`src/rtl/relay_pkg.sv`:
```
// -----------------------------------------------------------------------------
// relay_pkg
// Shared definitions for the relay-mode datapath: controller mode codes,
// nibble width, packer FSM state encoding and frame marker nibbles.
// -----------------------------------------------------------------------------
package relay_pkg;

   // Controller mode codes (3-bit mod_type field)
   localparam logic [2:0] MOD_SNIFFER     = 3'd0;
   localparam logic [2:0] MOD_READER      = 3'd1;
   localparam logic [2:0] MOD_TAG         = 3'd2;
   localparam logic [2:0] MOD_FAKE_READER = 3'd3;
   localparam logic [2:0] MOD_FAKE_TAG    = 3'd4;

   localparam int NIBBLE_W = 4;

   // Packer FSM states
   typedef enum logic {
      ST_IDLE = 1'b0,
      ST_RUN  = 1'b1
   } packer_state_t;

   // Frame marker nibbles
   localparam logic [NIBBLE_W-1:0] NIB_READER_START = 4'hc;
   localparam logic [NIBBLE_W-1:0] NIB_TAG_START    = 4'hf;

endpackage

```
`src/rtl/relay_bit_integrator.sv`:
```
// -----------------------------------------------------------------------------
// relay_bit_integrator
// Counts high samples across one bit period of BIT_CLKS cycles and makes the
// majority decision on the last phase of the period.
// Ports:
//   clk, rst_n   : clock, asynchronous active-low reset
//   i_clr        : synchronous clear of phase/ones (has priority over i_count)
//   i_count      : this cycle belongs to a bit period; advance and count
//   i_sample     : synchronised input sample
//   o_bit_valid  : combinational, high in the last phase of a bit period
//   o_bit_value  : decided bit, valid with o_bit_valid
// -----------------------------------------------------------------------------
module relay_bit_integrator
   import relay_pkg::*;
#(
   parameter int BIT_CLKS = 16,
   parameter int THRESH   = 8
) (
   input  logic clk,
   input  logic rst_n,
   input  logic i_clr,
   input  logic i_count,
   input  logic i_sample,
   output logic o_bit_valid,
   output logic o_bit_value
);

   localparam int PH_W   = (BIT_CLKS > 1) ? $clog2(BIT_CLKS) : 1;
   localparam int ONES_W = $clog2(BIT_CLKS + 1);

   logic [PH_W-1:0]   r_phase;
   logic [ONES_W-1:0] r_ones;
   logic              w_last;
   logic [ONES_W:0]   w_total;

   assign w_last  = (r_phase == PH_W'(BIT_CLKS - 1));
   // The current sample is folded in so the decision covers all BIT_CLKS samples.
   assign w_total = {1'b0, r_ones} + (ONES_W + 1)'(i_sample);

   assign o_bit_valid = i_count & w_last;
   assign o_bit_value = (w_total >= (ONES_W + 1)'(THRESH));

   always_ff @(posedge clk or negedge rst_n) begin
      if (!rst_n) begin
         r_phase <= '0;
         r_ones  <= '0;
      end else if (i_clr) begin
         r_phase <= '0;
         r_ones  <= '0;
      end else if (i_count) begin
         if (w_last) begin
            r_phase <= '0;
            r_ones  <= '0;
         end else begin
            r_phase <= r_phase + 1'b1;
            r_ones  <= w_total[ONES_W-1:0];
         end
      end
   end

endmodule

```
`src/rtl/relay_nibble_packer.sv`:
```
// -----------------------------------------------------------------------------
// relay_nibble_packer
// Synchronises the demodulated input, starts a frame on a rising edge, decodes
// bits by majority over fixed bit periods and packs them MSB-first into
// nibbles, strobing each completed nibble for one cycle. A frame ends after
// IDLE_NIBBLES consecutive zero nibbles.
// Ports:
//   clk            : system clock
//   rst_n          : asynchronous active-low reset
//   enable         : controller is in a fake reader/tag mode
//   mod_in         : demodulated comparator output (asynchronous)
//   data_out       : last completed nibble, bit 3 = first-received bit
//   data_available : one-cycle strobe, data_out valid in the same cycle
//   active         : high while a frame is running
// -----------------------------------------------------------------------------
module relay_nibble_packer
   import relay_pkg::*;
#(
   parameter int BIT_CLKS     = 16,
   parameter int THRESH       = 8,
   parameter int IDLE_NIBBLES = 4
) (
   input  logic                clk,
   input  logic                rst_n,
   input  logic                enable,
   input  logic                mod_in,
   output logic [NIBBLE_W-1:0] data_out,
   output logic                data_available,
   output logic                active
);

   localparam int IDX_W = $clog2(NIBBLE_W);
   localparam int ZC_W  = $clog2(IDLE_NIBBLES + 1);

   logic                r_sync1;
   logic                r_s_in;
   logic                r_s_prev;
   packer_state_t       r_state;
   logic [NIBBLE_W-2:0] r_shreg;
   logic [IDX_W-1:0]    r_bit_idx;
   logic [ZC_W-1:0]     r_zcnt;
   logic [NIBBLE_W-1:0] r_data_out;
   logic                r_data_avail;
   logic                r_active;

   logic                w_start;
   logic                w_count;
   logic                w_bit_valid;
   logic                w_bit_value;
   logic [NIBBLE_W-1:0] w_nibble;
   logic [ZC_W-1:0]     w_zcnt_next;

   // The edge cycle itself is phase 0 of bit 0, so it is counted too.
   assign w_start  = (r_state == ST_IDLE) & enable & r_s_in & ~r_s_prev;
   assign w_count  = enable & ((r_state == ST_RUN) | w_start);
   assign w_nibble = {r_shreg, w_bit_value};

   always_comb begin
      w_zcnt_next = '0;
      if (w_nibble == '0) begin
         w_zcnt_next = (r_zcnt == ZC_W'(IDLE_NIBBLES)) ? r_zcnt : r_zcnt + 1'b1;
      end
   end

   relay_bit_integrator #(
      .BIT_CLKS (BIT_CLKS),
      .THRESH   (THRESH)
   ) u_integrator (
      .clk         (clk),
      .rst_n       (rst_n),
      .i_clr       (~enable),
      .i_count     (w_count),
      .i_sample    (r_s_in),
      .o_bit_valid (w_bit_valid),
      .o_bit_value (w_bit_value)
   );

   always_ff @(posedge clk or negedge rst_n) begin
      if (!rst_n) begin
         r_sync1  <= 1'b0;
         r_s_in   <= 1'b0;
         r_s_prev <= 1'b0;
      end else begin
         r_sync1  <= mod_in;
         r_s_in   <= r_sync1;
         r_s_prev <= r_s_in;
      end
   end

   always_ff @(posedge clk or negedge rst_n) begin
      if (!rst_n) begin
         r_state      <= ST_IDLE;
         r_shreg      <= '0;
         r_bit_idx    <= '0;
         r_zcnt       <= '0;
         r_data_out   <= '0;
         r_data_avail <= 1'b0;
         r_active     <= 1'b0;
      end else begin
         r_data_avail <= 1'b0;
         // Follows the state, except it stays high through the cycle in which
         // the final zero nibble is strobed and falls one edge later.
         r_active     <= enable & ((r_state == ST_RUN) | w_start);
         if (!enable) begin
            r_state   <= ST_IDLE;
            r_shreg   <= '0;
            r_bit_idx <= '0;
            r_zcnt    <= '0;
         end else begin
            case (r_state)
               ST_IDLE: begin
                  if (w_start) begin
                     r_state   <= ST_RUN;
                     r_shreg   <= '0;
                     r_bit_idx <= '0;
                     r_zcnt    <= '0;
                  end
               end
               ST_RUN: begin
                  if (w_bit_valid) begin
                     r_shreg   <= w_nibble[NIBBLE_W-2:0];
                     r_bit_idx <= r_bit_idx + 1'b1;
                     if (r_bit_idx == IDX_W'(NIBBLE_W - 1)) begin
                        r_data_out   <= w_nibble;
                        r_data_avail <= 1'b1;
                        r_zcnt       <= w_zcnt_next;
                        if (w_zcnt_next == ZC_W'(IDLE_NIBBLES)) begin
                           r_state <= ST_IDLE;
                        end
                     end
                  end
               end
               default: r_state <= ST_IDLE;
            endcase
         end
      end
   end

   assign data_out       = r_data_out;
   assign data_available = r_data_avail;
   assign active         = r_active;

endmodule
```
`config.mk`:
```
export PLATFORM = sky130hd
export DESIGN_NAME = relay_nibble_packer
export DESIGN_NICKNAME = d
export VERILOG_FILES = /design/src/rtl/relay_pkg.sv /design/src/rtl/relay_bit_integrator.sv /design/src/rtl/relay_nibble_packer.sv
export SDC_FILE = /design/constraint.sdc
export NUM_CORES = 1
export LEC_CHECK = 0
export ABC_AREA = 1
export CELL_PAD_IN_SITES_DETAIL_PLACEMENT = 1
export CELL_PAD_IN_SITES_GLOBAL_PLACEMENT = 1
export CORE_MARGIN = 10
export CORE_UTILIZATION = 49
export CTS_BUF_LIST = sky130_fd_sc_hd__clkbuf_4 sky130_fd_sc_hd__clkbuf_8
export CTS_CLUSTER_SIZE = 12
export DETAILED_ROUTE_END_ITERATION = 8
export GPL_TIMING_DRIVEN = 0
export PLACE_DENSITY_LB_ADDON = 0.1
export SYNTH_ARGS = -nofsm -noshare
export SYNTH_HDL_FRONTEND = slang
export SYNTH_SLANG_ARGS = --single-unit
export TNS_END_PERCENT = 50
```
`constraint.sdc`:
```
create_clock -name clk -period 4 [get_ports clk]
set_clock_uncertainty 0.15 [all_clocks]
set_input_delay 0.4 -clock clk [delete_from_list [all_inputs] [get_ports clk]]
set_output_delay 0.4 -clock clk [all_outputs]
set_load 0.1 [all_outputs]
```
### Word-level counts from Yosys, hierarchy flattened

Cells that the tools add are included.

* magnitude comparators: 1
* reduce and logical (&&, ||, !) cells: 4
* equal/unequal tests: 8
* bitwise gates (word level): 8
* add/subtract/negate cells: 4
* muxes and demuxes: 30

Operator list (count)
* 2-to-1 mux 3 bit: 8
* 2-to-1 mux 5 bit: 3
* 2-to-1 mux 4 bit: 3
* one-hot mux 3 bit (2 select lines): 2
* 2-to-1 mux 1 bit: 9
* adder 5 x 1 -> 6 bit: 1
* == test 3 bit (second input constant): 2
* greater-or-equal comparator 6 x 4 -> 1 bit (second input constant): 1
* 2-to-1 mux 2 bit: 3
* != test 3 x 2 -> 1 bit (second input constant): 2
* AND 1 bit: 5
* adder 4 x 1 -> 4 bit (second input constant): 1
* == test 4 bit (second input constant): 1
* logical NOT 4 bit: 1
* one-hot mux 2 bit (2 select lines): 1
* AND reduction 4 bit: 1
* adder 3 x 1 -> 3 bit (second input constant): 1
* != test 3 bit (second input constant): 1
* AND reduction 3 bit: 1
* adder 2 x 1 -> 2 bit (second input constant): 1
* == test 2 bit (second input constant): 1
* != test 2 x 1 -> 1 bit (second input constant): 1
* inverter 1 bit: 2
* one-hot mux 1 bit (2 select lines): 1
* 2 further kinds: 2

* register bits after elaboration: 27
* bits of input ports: 4

### Logic depth before layout (Yosys ltp)

* depth after elaboration: 10
* mapped depth: 9
* gate-level depth less buffers: 9

### Hierarchy

Synthesis repeated with hierarchy kept, for this count alone.

* cell total of the unflattened synthesis: 158
* area, all modules: 1386.3 um2

Modules (own cells, without submodules)
* relay_nibble_packer: area each 859.6 um2, cells each 94, seq. area each 450.4 um2, instances 1
* relay_bit_integrator: area each 526.8 um2, cells each 64, seq. area each 225.2 um2, instances 1

### Least setup slack after synthesis

No wires, ideal clock.

* path type: flip-flop to output port
* from: register r_data_out[0], in the netlist data_out[0]
* to: output data_out[0]
* slack: 2552 ps
* path buffers: 0
* arrival time: 898 ps
* data required time: 3450 ps
* stages on the path, launching flop included: 1
* path through: dfrtp_1

RTL lines
* start, declared: RTL line relay_nibble_packer.sv:42 `logic [NIBBLE_W-1:0] r_data_out;`
* start signal, assigned: RTL line relay_nibble_packer.sv:124 `r_data_out <= w_nibble;`
* end, declared: RTL line relay_nibble_packer.sv:27 `output logic [NIBBLE_W-1:0] data_out,`

No word-level cell between the ends.

### Final worst setup path

* from: register r_data_out[0], in the netlist data_out[0]
* to: output data_out[0]

No word-level cell between the ends.

==> flow_summary.json <==
{
  "max_stage_delay_ns": 1.13,
  "core_area_sq_um": 2480,
  "antenna_cells": 0,
  "holdBufCountCts": 0,
  "setup.worst_path.class": "register to output pin",
  "period_minus_slack_ns": 2.38,
  "worst-path-buf-inv": 1,
  "cts_resized": 0,
  "clkSlewWorstSetupHoldPaths_ns": 0.14,
  "maxCapViolations": 0,
  "synth_cell_types": 23,
  "finalCritPeriodShare_pct": 59.4,
  "viasPerCell": 5.09,
  "num_rows": 18,
  "postSynthAreaPerCell_sq_um": 9.41,
  "cts_sinks": 27,
  "crit_path_start": "data_out[0]$_DFFE_PN0P_",
  "worstPathMaxFanout": 2,
  "crit_arrival_ns": 1.83,
  "cts_max_level": 1,
  "relSlewSlack_pct": 21.0,
  "clockBufferDepth": 2,
  "cts_tree": "built",
  "p_total_uw": 445,
  "p_per_area_nw_per_um2": 310,
  "ys_ff_latch": 27,
  "grt_pass1_vias": 985,
  "path_cells": "clkdlybuf4s50_1",
  "finalSetupViolCount": 0,
  "drc_errors": 0,
  "port_buffers": 9,
  "min-delay-start": "r_sync1$_DFF_PN0_",
  "route.final.wire_length_mm": 2.47,
  "wire_per_inst_microns": 13.8,
  "die_w_microns": 71.1,
  "holdCritPathClass": "register to register",
  "grt_pass1_wl_mm": 4.42,
  "slowest_stage": "clkdlybuf4s50_1",
  "status": "complete, no violations",
  "dieArea_sq_um": 5060,
  "worstMarginPinSlew_ns": 1.18,
  "yosys_warnings": 0,
  "ys_seq_area_share_pct": 52.8,
  "drtPass1Iterations": 4,
  "final-max-slew-violation-count": 0,
  "syn_area_sq_um": 1280,
  "track_usage_pct": 10.6,
  "dp_hpwl_mm": 2.00,
  "via_count": 911,
  "finalHoldViolCount": 0,
  "grt_overflow": 0,
  "antenna_found_initial": 0,
  "worstSkewPairLatency_ns": 0.33,
  "numCtsBuffers": 3,
  "pin_count": 10,
  "area_delta_synth_final_pct": 12.3,
  "power.leakage_uw": 0.000696,
  "start_util_pct": 51.7,
  "max_freq_mhz": 421,
  "place_congestion": 0.713,
  "ant_nets": 0,
  "final_nets": 160,
  "finalSetupTns_ns": 0,
  "cp.required_ns": 3.45,
  "drt_first_iter_violations": 28,
  "cpLargestDelayFamily": "buffers and inverters",
  "crit_path_end_kind": "output pin",
  "vdd_drop_max_uv": 248,
  "critPathLaunchType": "register",
  "drive_gt1_share_pct": 10.1,
  "cts_setup_buffers": 0,
  "syn_inst": 136,
  "dieHeight_microns": 71.1,
  "syn_nets": 146,
  "r2r_start": "r_s_in$_DFF_PN0_",
  "nFillCells": 294,
  "grt_max_degree": 28,
  "rsz0062_at_grt": "no",
  "cts_root_buffer": "clkbuf_4"
}
-- metrics by stage --
step / area [sq um] / hold WS (ns) / setup WS, ns / util [%] / std cells
floorplan: 1280 / -0.0456 / 2.55 / - / 136
global placement: 1410 / 0.183 / 1.98 / 56.8 / 175
detailed placement: 1410 / 0.204 / 1.98 / 56.8 / 175
CTS: 1440 / 0.236 / 1.60 / 58.0 / 179
global route: 1440 / 0.238 / 1.55 / 58.0 / 179
finish: 1440 / 0.231 / 1.62 / 58.0 / 179
-- power breakdown --
group	internal (uW)	switching, uW
logic	10.7	25.8
registers	279	5.12
clock network	45.9	78.6
-- synth_stat cells --
cell type	number	area (sq um)
o21ai_0	10	50.1
nand4_1	2	12.5
nor2_8	1	20.0
ha_1	6	75.1
dfrtp_1	27	676
o21ai_1	2	10.0
nand3_1	6	30.0
nor3_1	1	5.00
nor2_1	10	37.5
nand2_4	1	11.3
nor2_2	1	6.26
a21oi_1	1	5.00
inv_2	1	3.75
o22ai_1	2	12.5
inv_1	18	67.6
xor2_1	4	35.0
nand2_1	32	120
a22o_1	2	17.5
a21oi_4	1	16.3
o21ai_2	4	35.0
nand3_2	1	10.0
xnor2_1	2	17.5
inv_4	1	6.26
-- per-layer routing --
layer  wire length, microns  share of wire [%]  track usage [%]
met1                   1130                 46             12.5
met2                   1260                 51             18.5
met3                     41                1.7             2.09
met4                     38                1.5             3.87
met5                      0                  0                0
-- state kept, by name, summed over array words and instances, names as in the netlist --
name and cells:
u_integrator.r_phase 4, r_zcnt 3, r_bit_idx 2, r_sync1 1, active 1, u_integrator.r_ones 5
r_s_in 1, r_shreg 3, data_out 4, r_s_prev 1, data_available 1, r_state 1
-- worst paths after layout --
kind,endpoint,slack [ns],cells past startpoint
max,data_out[0],1.62,1
min,r_s_in$_DFF_PN0_,0.23,0
max reg2reg,r_zcnt[1]$_DFFE_PN0P_,2.42,8
min reg2reg,r_s_in$_DFF_PN0_,0.23,0
max in group asynchronous,r_bit_idx[1]$_DFFE_PN0P_,2.47,1
min in group asynchronous,u_integrator.r_ones[0]$_DFFE_PN0P_,0.53,1
-- cells by family (layout without fill, tap and decap cells) --
logic type / Yosys count / in the layout / share of synthesized area (%)
DFF: 27 / 27 / 52.8
adders and majority gates: 6 / 6 / 5.86
AOI/OAI and AO/OA: 22 / 22 / 11.4
buffers and inverters: 20 / 33 / 6.06
and+or+nand+nor: 55 / 55 / 19.7
xor gates and xnor gates: 6 / 6 / 4.11
-- cell usage in the layout (no fill, tap or decap), drive strengths merged --
cell,instances
o22ai,2
dfrtp,27
a21oi,2
a22o,2
ha,6
nor2,12
nor3,1
nand4,2
nand3,7
xor2,4
clkbuf,4
o21ai,16
clkdlybuf4s50,9
nand2,33
xnor2,2
inv,20
-- layout make-up --
| type | instances | area, sq um | area share, % |
|---|---|---|---|
| Sequential cell | 27 | 676 | 47.0 |
| Inverter | 20 | 77.6 | 5.40 |
| Timing Repair Buffer | 9 | 90.1 | 6.27 |
| Tap cell | 30 | 37.5 | 2.61 |
| Clock buffer | 4 | 30.0 | 2.09 |
| Multi-Input combinational cell | 89 | 527 | 36.6 |
Power figures use the tool's default switching activity.
